`src/rtl/fpu_pkg.sv`:
```
`default_nettype none
//==============================================================================
// Package : fpu_pkg
// Shared FPU field widths, operator codes, FSM states and unpack helper.
// Rev     : 1.0
//==============================================================================
package fpu_pkg;

    localparam int EXP_W    = 8;
    localparam int FRAC_W   = 23;
    localparam int MANT_W   = 24;
    localparam int RAW_W    = 48;
    localparam int EXP_BIAS = 127;

    localparam logic [1:0] OP_ADD  = 2'b00;
    localparam logic [1:0] OP_SUB  = 2'b01;
    localparam logic [1:0] OP_MUL  = 2'b10;
    localparam logic [1:0] OP_NONE = 2'b11;

    typedef enum logic [2:0] {
        ST_IDLE  = 3'd0,
        ST_ALIGN = 3'd1,
        ST_ADD   = 3'd2,
        ST_MUL   = 3'd3,
        ST_DONE  = 3'd4
    } fpu_state_e;

    // Zero exponent means zero operand: denormals are flushed, hidden bit 0.
    function automatic logic [MANT_W-1:0] unpack_mant(input logic [31:0] f);
        return (f[FRAC_W +: EXP_W] == '0) ? '0 : {1'b1, f[FRAC_W-1:0]};
    endfunction

endpackage
`default_nettype wire

```
`src/rtl/fpu_seq_multiplier.sv`:
```
`default_nettype none
//==============================================================================
// Module : fpu_seq_multiplier
// Iterative 24x24 shift-add multiplier retiring MUL_BITS_PER_CYCLE bits/cycle.
// Rev    : 1.0
//==============================================================================
module fpu_seq_multiplier
    import fpu_pkg::*;
#(
    parameter int MUL_BITS_PER_CYCLE = 1
) (
    input  logic              clk,
    input  logic              rst_n,
    input  logic              i_start,
    input  logic [MANT_W-1:0] i_multiplicand,
    input  logic [MANT_W-1:0] i_multiplier,
    output logic              o_done,
    output logic [RAW_W-1:0]  o_product
);

    localparam int MUL_CYCLES = MANT_W / MUL_BITS_PER_CYCLE;

    logic              r_busy;
    logic [4:0]        r_count;
    logic [RAW_W-1:0]  r_mcand;
    logic [MANT_W-1:0] r_mplier;
    logic [RAW_W-1:0]  r_acc;
    logic [RAW_W-1:0]  w_acc_next;

    always_comb begin
        w_acc_next = r_acc;
        for (int j = 0; j < MUL_BITS_PER_CYCLE; j++) begin
            if (r_mplier[j]) begin
                w_acc_next = w_acc_next + (r_mcand << j);
            end
        end
    end

    // Done and product are combinational so the caller can capture the
    // final partial sum on the same edge as the last iteration.
    assign o_done    = r_busy && (r_count == 5'(MUL_CYCLES - 1));
    assign o_product = w_acc_next;

    always_ff @(posedge clk or negedge rst_n) begin
        if (!rst_n) begin
            r_busy   <= 1'b0;
            r_count  <= '0;
            r_mcand  <= '0;
            r_mplier <= '0;
            r_acc    <= '0;
        end else if (i_start) begin
            r_busy   <= 1'b1;
            r_count  <= '0;
            r_mcand  <= {{(RAW_W-MANT_W){1'b0}}, i_multiplicand};
            r_mplier <= i_multiplier;
            r_acc    <= '0;
        end else if (r_busy) begin
            r_acc    <= w_acc_next;
            r_mcand  <= r_mcand << MUL_BITS_PER_CYCLE;
            r_mplier <= r_mplier >> MUL_BITS_PER_CYCLE;
            r_count  <= r_count + 5'd1;
            if (o_done) begin
                r_busy <= 1'b0;
            end
        end
    end

endmodule
`default_nettype wire

```
`src/rtl/fpu_unpack_align.sv`:
```
`default_nettype none
//==============================================================================
// Module : fpu_unpack_align
// FPU front end: unpacks operands, aligns and adds or multiplies mantissas.
// Rev    : 1.0
//==============================================================================
module fpu_unpack_align
    import fpu_pkg::*;
#(
    parameter int MUL_BITS_PER_CYCLE = 1
) (
    input  logic             clk,
    input  logic             rst_n,
    input  logic             in_valid,
    output logic             in_ready,
    input  logic [31:0]      in_a,
    input  logic [31:0]      in_b,
    input  logic [1:0]       in_operator,
    output logic             out_valid,
    output logic             out_sign,
    output logic [EXP_W-1:0] out_exponent,
    output logic [RAW_W-1:0] out_mantissa,
    output logic [1:0]       out_operator
);

    fpu_state_e        r_state;
    logic              r_sign_a, r_sign_b;
    logic [EXP_W-1:0]  r_exp_a, r_exp_b;
    logic [MANT_W-1:0] r_mant_a, r_mant_b;
    logic [1:0]        r_op;

    logic              r_big_sign, r_small_sign;
    logic [EXP_W-1:0]  r_big_exp;
    logic [MANT_W-1:0] r_big_mant, r_small_mant;

    logic              w_accept;
    logic [MANT_W-1:0] w_in_mant_a, w_in_mant_b;
    logic              w_mul_done;
    logic [RAW_W-1:0]  w_mul_product;

    assign in_ready    = (r_state == ST_IDLE);
    assign w_accept    = in_valid && in_ready;
    assign w_in_mant_a = unpack_mant(in_a);
    assign w_in_mant_b = unpack_mant(in_b);

    fpu_seq_multiplier #(
        .MUL_BITS_PER_CYCLE (MUL_BITS_PER_CYCLE)
    ) u_mul (
        .clk            (clk),
        .rst_n          (rst_n),
        .i_start        (w_accept && (in_operator == OP_MUL)),
        .i_multiplicand (w_in_mant_a),
        .i_multiplier   (w_in_mant_b),
        .o_done         (w_mul_done),
        .o_product      (w_mul_product)
    );

    // Alignment: larger magnitude (exponent, then mantissa) becomes A.
    logic              w_swap;
    logic              w_big_sign, w_small_sign;
    logic [EXP_W-1:0]  w_big_exp, w_small_exp, w_exp_diff;
    logic [MANT_W-1:0] w_big_mant, w_small_mant, w_small_aligned;

    assign w_swap          = {r_exp_b, r_mant_b} > {r_exp_a, r_mant_a};
    assign w_big_sign      = w_swap ? r_sign_b : r_sign_a;
    assign w_small_sign    = w_swap ? r_sign_a : r_sign_b;
    assign w_big_exp       = w_swap ? r_exp_b  : r_exp_a;
    assign w_small_exp     = w_swap ? r_exp_a  : r_exp_b;
    assign w_big_mant      = w_swap ? r_mant_b : r_mant_a;
    assign w_small_mant    = w_swap ? r_mant_a : r_mant_b;
    assign w_exp_diff      = w_big_exp - w_small_exp;
    assign w_small_aligned = (w_exp_diff >= 8'd24) ? '0 : (w_small_mant >> w_exp_diff);

    logic              w_same_sign;
    logic [MANT_W:0]   w_sum;
    logic              w_add_sign;

    assign w_same_sign = (r_big_sign == r_small_sign);
    assign w_sum       = w_same_sign ? ({1'b0, r_big_mant} + {1'b0, r_small_mant})
                                     : ({1'b0, r_big_mant} - {1'b0, r_small_mant});
    assign w_add_sign  = (!w_same_sign && (w_sum == '0)) ? 1'b0 : r_big_sign;

    logic signed [9:0] w_mul_exp_sum;
    logic              w_mul_zero, w_mul_ovf;

    assign w_mul_exp_sum = $signed({2'b00, r_exp_a}) + $signed({2'b00, r_exp_b})
                         - $signed(10'(EXP_BIAS));
    assign w_mul_zero    = (r_exp_a == '0) || (r_exp_b == '0) || (w_mul_exp_sum <= 10'sd0);
    assign w_mul_ovf     = (w_mul_exp_sum >= 10'sd255);

    always_ff @(posedge clk or negedge rst_n) begin
        if (!rst_n) begin
            r_state      <= ST_IDLE;
            r_sign_a     <= 1'b0;
            r_sign_b     <= 1'b0;
            r_exp_a      <= '0;
            r_exp_b      <= '0;
            r_mant_a     <= '0;
            r_mant_b     <= '0;
            r_op         <= '0;
            r_big_sign   <= 1'b0;
            r_small_sign <= 1'b0;
            r_big_exp    <= '0;
            r_big_mant   <= '0;
            r_small_mant <= '0;
            out_valid    <= 1'b0;
            out_sign     <= 1'b0;
            out_exponent <= '0;
            out_mantissa <= '0;
            out_operator <= '0;
        end else begin
            out_valid <= 1'b0;
            case (r_state)
                ST_IDLE: begin
                    if (w_accept) begin
                        r_sign_a <= in_a[EXP_W+FRAC_W];
                        r_sign_b <= in_b[EXP_W+FRAC_W] ^ (in_operator == OP_SUB);
                        r_exp_a  <= in_a[FRAC_W +: EXP_W];
                        r_exp_b  <= in_b[FRAC_W +: EXP_W];
                        r_mant_a <= w_in_mant_a;
                        r_mant_b <= w_in_mant_b;
                        r_op     <= in_operator;
                        r_state  <= (in_operator == OP_MUL) ? ST_MUL : ST_ALIGN;
                    end
                end
                ST_ALIGN: begin
                    r_big_sign   <= w_big_sign;
                    r_small_sign <= w_small_sign;
                    r_big_exp    <= w_big_exp;
                    r_big_mant   <= w_big_mant;
                    r_small_mant <= w_small_aligned;
                    r_state      <= ST_ADD;
                end
                ST_ADD: begin
                    out_valid <= 1'b1;
                    r_state   <= ST_DONE;
                    if (r_op == OP_NONE) begin
                        out_sign     <= 1'b0;
                        out_exponent <= '0;
                        out_mantissa <= '0;
                        out_operator <= OP_NONE;
                    end else begin
                        out_sign     <= w_add_sign;
                        out_exponent <= r_big_exp;
                        out_mantissa <= {{(RAW_W-MANT_W-1){1'b0}}, w_sum};
                        out_operator <= OP_ADD;
                    end
                end
                ST_MUL: begin
                    if (w_mul_done) begin
                        out_valid    <= 1'b1;
                        out_sign     <= r_sign_a ^ r_sign_b;
                        out_operator <= OP_MUL;
                        r_state      <= ST_DONE;
                        if (w_mul_zero) begin
                            out_exponent <= '0;
                            out_mantissa <= '0;
                        end else if (w_mul_ovf) begin
                            out_exponent <= 8'hFF;
                            out_mantissa <= '0;
                        end else begin
                            out_exponent <= w_mul_exp_sum[EXP_W-1:0];
                            out_mantissa <= w_mul_product;
                        end
                    end
                end
                ST_DONE: begin
                    r_state <= ST_IDLE;
                end
                default: begin
                    r_state <= ST_IDLE;
                end
            endcase
        end
    end

endmodule
`default_nettype wire

```
`config.mk`:
```
export PLATFORM = sky130hd
export DESIGN_NAME = fpu_unpack_align
export DESIGN_NICKNAME = d
export VERILOG_FILES = /design/src/rtl/fpu_pkg.sv /design/src/rtl/fpu_seq_multiplier.sv /design/src/rtl/fpu_unpack_align.sv
export SDC_FILE = /design/constraint.sdc
export NUM_CORES = 1
export LEC_CHECK = 0
export ABC_AREA = 1
export BUFFER_PORTS_ARGS = -buffer_cell sky130_fd_sc_hd__buf_2
export CAP_MARGIN = 0
export CORE_ASPECT_RATIO = 0.7
export CORE_MARGIN = 8
export CORE_UTILIZATION = 55
export CTS_CLUSTER_DIAMETER = 50
export DETAILED_ROUTE_END_ITERATION = 16
export GPL_ROUTABILITY_DRIVEN = 0
export PLACE_DENSITY = 0.77
export SYNTH_ARGS = -nofsm -noshare
export SYNTH_HDL_FRONTEND = slang
export SYNTH_SLANG_ARGS = --single-unit
```
`constraint.sdc`:
```
create_clock -name clk -period 9.25 [get_ports clk]
set_input_delay 1.3875 -clock clk [delete_from_list [all_inputs] [get_ports clk]]
set_output_delay 1.3875 -clock clk [all_outputs]
set_load 0.005 [all_outputs]
```
==> flow_metrics.tcl, run 1 <==
set metrics [dict create \
    synth-edff-count 0 \
    cts.sinks 315 \
    maxCapViolCount 0 \
    ys.warnings.count 0 \
    cp_data_required_time_ns 9.68 \
    drtIter0Drc 2739 \
    synth_top_area_share_pct 38.7 \
    tightest_slew_ns 1.24 \
    h-tree-depth 2 \
    grt-ovfl-total 0 \
    synth_ff_type "dfrtp_1" \
    maxSlewViolCount 0 \
    drcViolationCount 0 \
    worstPathCellList "inv_1, ha_1, inv_2, nand3_1, nor2_1, a21oi_1, nand2_4, nand2_4, nand2_1, nand3_1, ha_1, clkinv_1, nand3_1, nand3_1, nand3_1, nand2_1, nand3_1, nand2_1" \
    slew_headroom_pct 17.1 \
    post_cts_resize_count 0 \
    critPathMaxFanout 87 \
    yosysUniqueCellTypes 52 \
    setup-tns-final_ns 0 \
    cts_buffers 36 \
    wl_per_cell_um 19.7 \
    cts-root-buf "clkbuf_16" \
    layout_min_cycle_time_ns 6.10 \
    fill_cells 3242 \
    fp.dieW_um 246 \
    outcome "complete, no violations" \
    slowest_stage "ha_1" \
    io_buffers 129 \
    ys_async_sr_fraction_pct 100 \
    cts_buffer_depth 3 \
    rsz0062_at_grt "false" \
    die_area_um2 43600 \
    wl_um 65200 \
    synth_area_um2 20400 \
    syn_inst 2730 \
    viasPerCell 6.09 \
    crit_path_end_kind "flop" \
    finalCritPeriodShare_pct 66.0 \
    drive_gt1_share_pct 8.73 \
    clk_latency_ns 0.54 \
    synth_nets 2923 \
    antenna_found_initial 1 \
    worst_ep_arrival_time_ns 6.53 \
    seq_area_frac_synth_pct 38.7 \
    hp-class "reg2reg" \
    detail-route-antenna-nets 0 \
    crit_path_start_kind "flop" \
    crit_top_cell "nand3_1" \
    syn_to_final_growth_pct 10.6 \
    diodes 0 \
    critPathKind "reg2reg" \
    grt_pass1_wl_um 102000 \
    yosys.area.top_type "dfrtp_1" \
    floorplan.initialDensity_pct 55.3 \
    cts.clk_slew.worst_paths_ns 0.06 \
    firstDrtPassIters 7 \
    cts_tree "built" \
    via_count 20100 \
    ios 130 \
    std_cell_rows 59 \
    synth_area_leaders "dfrtp_1 39%, nand2_1 12%, ha_1 7.4%" \
    ys_ff_latch 315 \
    die_h_um 177 \
    rrSetupSlack_ns 3.15 \
    postCtsSetupRepairBufs 0 \
    core_um2 36800 \
    finalSetupViolCount 0 \
    cts_hold_buf 0 \
    grt_usage_pct 29.2 \
    hold_viol 0 \
    cp_slowest_stage_delay_ns 0.93 \
    clock_skew_ns 0.0152 \
    grt_max_degree 187 \
    most-common-layout-cells "664 x nand2_1, 315 x dfrtp_1, 285 x o21ai_0" \
    fmax_mhz 164 \
    fin_nets 2985 \
    grt_pass1_vias 18600 \
    hpwl_um 47700 \
    avgSynthCellArea_um2 7.47 \
    final_common_cell "nand2_1" \
]
## sequential cells by signal, summed over array words and instances (netlist names), 2 cells and up
register,flops
out_mantissa,48
r_big_mant,24
r_mant_a,24
r_exp_b,8
r_small_mant,24
u_mul.r_mplier,24
r_op,2
out_operator,2
r_exp_a,8
out_exponent,8
r_big_exp,8
r_state,3
r_mant_b,24
u_mul.r_mcand,48
u_mul.r_count,5
u_mul.r_acc,48
## Yosys cell counts, types with 2 or more instances
master / instances
a211oi_1: 5
a21boi_0: 9
a21o_1: 5
a21oi_1: 157
a22o_1: 19
a22oi_1: 5
a31oi_1: 29
and2_1: 2
buf_1: 8
buf_2: 2
buf_6: 3
clkbuf_1: 109
clkinv_1: 5
dfrtp_1: 315
fa_1: 3
ha_1: 121
inv_1: 251
inv_2: 8
nand2_1: 666
nand2_2: 5
nand2_4: 3
nand3_1: 266
nand3_2: 5
nand3b_1: 3
nand4_1: 26
nor2_1: 155
nor2_4: 2
nor3_1: 22
nor4_1: 16
o211ai_1: 8
o21a_1: 9
o21ai_0: 286
o21ai_1: 6
o21bai_1: 5
o221ai_1: 20
o22ai_1: 51
o311ai_0: 2
o31ai_1: 3
or2_2: 4
xnor2_1: 23
xor2_1: 77
## critical path: cells and delay by family, from the launching register on
family | cells | cell delay [ns]
compound gates | 1 | 0.24
fa+ha+maj | 2 | 1.62
buf+inv | 3 | 1.37
flops | 1 | 0.37
simple gates | 12 | 2.35
## layout make-up
class                           count  area [um^2]  share of cell area [%]
Multi-Input combinational cell   2028        11000                    49.0
Tap cell                          488          611                    2.71
Sequential cell                   315         7880                    34.9
Clock inverter                     14          153                   0.677
Timing Repair Buffer              147          803                    3.56
Inverter                          264          991                    4.39
Clock buffer                       50         1060                    4.72
## final timing paths
path / start / end / depth (start not counted)
worst max-delay path: r_exp_b[0]$_DFFE_PN0P_ / r_small_mant[0]$_DFFE_PN0P_ / 18
min in group asynchronous: rst_n / out_mantissa[42]$_DFFE_PN0P_ / 1
worst min-delay path: out_mantissa[39]$_DFFE_PN0P_ / out_mantissa[39]$_DFFE_PN0P_ / 2
worst min register to register: out_mantissa[39]$_DFFE_PN0P_ / out_mantissa[39]$_DFFE_PN0P_ / 2
worst max register to register: r_exp_b[0]$_DFFE_PN0P_ / r_small_mant[0]$_DFFE_PN0P_ / 18
max in group asynchronous: rst_n / r_small_mant[7]$_DFFE_PN0P_ / 2
## per-stage QoR
step           util [%]  instances  worst slack (ns)  hold WS, ns  instance area [um^2]
6_report           61.2       3306              3.15        0.473                 22600
5_1_grt            61.2       3306              2.69        0.501                 22600
4_1_cts            61.2       3306              3.39        0.477                 22600
3_5_place_dp       57.9       3242              3.42        0.461                 21300
3_3_place_gp       57.9       3242              3.73        0.459                 21300
2_1_floorplan         -       2730              5.56        0.449                 20400
## cells by family after synthesis
group / count (synthesis) / share of synthesized area [%]
compound gates: 624 / 17.3
xor+xnor: 101 / 4.38
fa+ha+maj: 124 / 7.72
buf+inv: 387 / 7.27
flops: 315 / 38.7
mux: 1 / 0.0552
simple gates: 1178 / 24.7
## layer usage
layer | vias up | track usage [%] | part of all wire, %
li1 | 9337 | - | -
met1 | 9495 | 43.4 | 44
met2 | 1151 | 40.4 | 40
met3 | 142 | 8.88 | 13
met4 | 2 | 7.56 | 2.7
met5 | - | 0 | 0.020
Power of run 1 is not shown: default switching activity piles up to over one toggle a cycle in this logic, so the estimate is an artifact.
==> run 2, diff against run 1 <==
==> constraint.sdc (replaced) <==
create_clock -name clk -period 5.7 [get_ports clk]
set_input_delay 0.855 -clock clk [delete_from_list [all_inputs] [get_ports clk]]
set_output_delay 0.855 -clock clk [all_outputs]
set_load 0.005 [all_outputs]
==> flow_metrics.tcl, run 2 (synthesis results as in run 1) <==
set metrics [dict create \
    maxSlewViolCount 0 \
    cts_buffer_depth 3 \
    crit_buf_inv 5 \
    antenna_found_initial 0 \
    postCtsSetupRepairBufs 0 \
    fmax_mhz 208 \
    cp_data_required_time_ns 6.12 \
    drcViolationCount 0 \
    timing.rr.end "r_small_mant[0]$_DFFE_PN0P_" \
    cp-startpoint "r_exp_b[0]$_DFFE_PN0P_" \
    critPathMaxFanout 30 \
    cts.sinks 315 \
    critical_path.endpoint "r_small_mant[0]$_DFFE_PN0P_" \
    most-common-layout-cells "664 x nand2_1, 315 x dfrtp_1, 285 x o21ai_0" \
    cts.clk_slew.worst_paths_ns 0.06 \
    layout_min_cycle_time_ns 4.80 \
    fin_nets 2990 \
    grt_pass1_vias 18800 \
    fp.dieW_um 246 \
    drtIter0Drc 2704 \
    critPathKind "reg2reg" \
    cts_tree "built" \
    clock_skew_ns 0.0254 \
    setup-tns-final_ns 0 \
    via_count 20300 \
    hpwl_um 48100 \
    cp_top_family "simple AND/OR/NAND/NOR gates" \
    finalSetupViolCount 0 \
    drive_gt1_share_pct 8.82 \
    rrSetupSlack_ns 0.90 \
    wl_um 64900 \
    cp_slowest_stage_delay_ns 0.89 \
    die_h_um 177 \
    top_regs "out_mantissa: 48 flops, u_mul.r_acc: 48 flops, u_mul.r_mcand: 48 flops" \
    outcome "complete, no violations" \
    crit_path_start_kind "flop" \
    core_um2 36800 \
    crit_cells 22 \
    worst_ep_arrival_time_ns 5.22 \
    io_buffers 129 \
    die_area_um2 43600 \
    crit_top_cell "nand3_1" \
    rsz0062_at_grt "false" \
    diodes 0 \
    firstDrtPassIters 6 \
    viasPerCell 6.14 \
    slew_headroom_pct 13.8 \
    floorplan.initialDensity_pct 55.3 \
    hp-class "in2async" \
    ios 130 \
    h-tree-depth 2 \
    syn_to_final_growth_pct 10.4 \
    grt_usage_pct 29.1 \
    grt_pass1_wl_um 102000 \
    detail-route-antenna-nets 0 \
    tightest_slew_ns 1.29 \
    hold_viol 0 \
    r2r_start "r_exp_b[0]$_DFFE_PN0P_" \
    cts_hold_buf 0 \
    maxCapViolCount 0 \
    final_common_cell "nand2_1" \
    grt_max_degree 120 \
    grt-ovfl-total 0 \
    cts-root-buf "clkbuf_16" \
    slowest_stage "ha_1" \
    cts_buffers 36 \
    std_cell_rows 59 \
    worstPathCellList "inv_1, ha_1, buf_4, inv_2, nand3_1, nor3_4, nand2_2, nand2_4, nand2_4, nand2_1, nand3_1, ha_1, clkinv_1, buf_4, o21ai_0, a21oi_1, a21oi_1, a21oi_1, nand2_1, nand3_1, nand3_1, nand2_1" \
    worstRegToRegCells 22 \
    crit_path_end_kind "flop" \
    clk_latency_ns 0.54 \
    finalCritPeriodShare_pct 84.2 \
    post_cts_resize_count 0 \
    wl_per_cell_um 19.6 \
]
==> run 2: changes by cell type in the layout (fill, tap and decap cells not counted), sizes merged <==
cell / previous run / this run
clkbuf: 50 / 47
clkinv: 9 / 13
buf: 147 / 152
bufinv: 2 / 0
==> run 2: layout make-up <==
type,count,area [um^2]
clock inverters,16,115
well taps,488,611
multi-input cells,2028,11000
inverters,264,991
flip-flops and latches,315,7880
repair buffers,152,841
fillers,3208,14300
clock buffers,47,1010
==> run 2: worst register-to-register path, delay by kind of cell, from the launching register on <==
family	cells	cell delay, ns
simple gates	11	1.50
compound gates	4	0.44
buf+inv	5	1.20
fa+ha+maj	2	1.14
flops	1	0.41
==> run 2: worst min-delay path by stage <==
stage / cells past startpoint / endpoint
final: 1 / out_mantissa[41]$_DFFE_PN0P_
after global routing: 1 / u_mul.r_mcand[40]$_DFFE_PN0P_
after CTS: 1 / u_mul.r_mcand[39]$_DFFE_PN0P_
after detailed placement: 2 / u_mul.r_mplier[3]$_DFFE_PN0P_
after global placement: 2 / u_mul.r_mplier[16]$_DFFE_PN0P_
after floorplan: 2 / r_small_mant[2]$_DFFE_PN0P_
==> run 2: per-layer routing <==
metal	track usage, %	vias to the layer above	wire (um)
met5	0	-	0
met1	44.1	9618	28700
met2	40.0	1213	25700
met4	7.66	0	1670
met3	8.07	127	8890
li1	-	9366	-
==> run 2: per-stage QoR <==
step / hold slack (ns) / util (%) / cells / setup slack [ns] / cell area [um^2]
after detailed placement: 0.466 / 58.0 / 3247 / 1.16 / 21400
after floorplan: 0.449 / - / 2730 / 2.01 / 20400
after global routing: 0.360 / 61.1 / 3310 / 0.536 / 22500
after CTS: 0.335 / 61.1 / 3310 / 1.13 / 22500
final: 0.309 / 61.1 / 3310 / 0.903 / 22500
after global placement: 0.460 / 58.0 / 3247 / 1.32 / 21400
Power of run 2 is left out for the same reason.
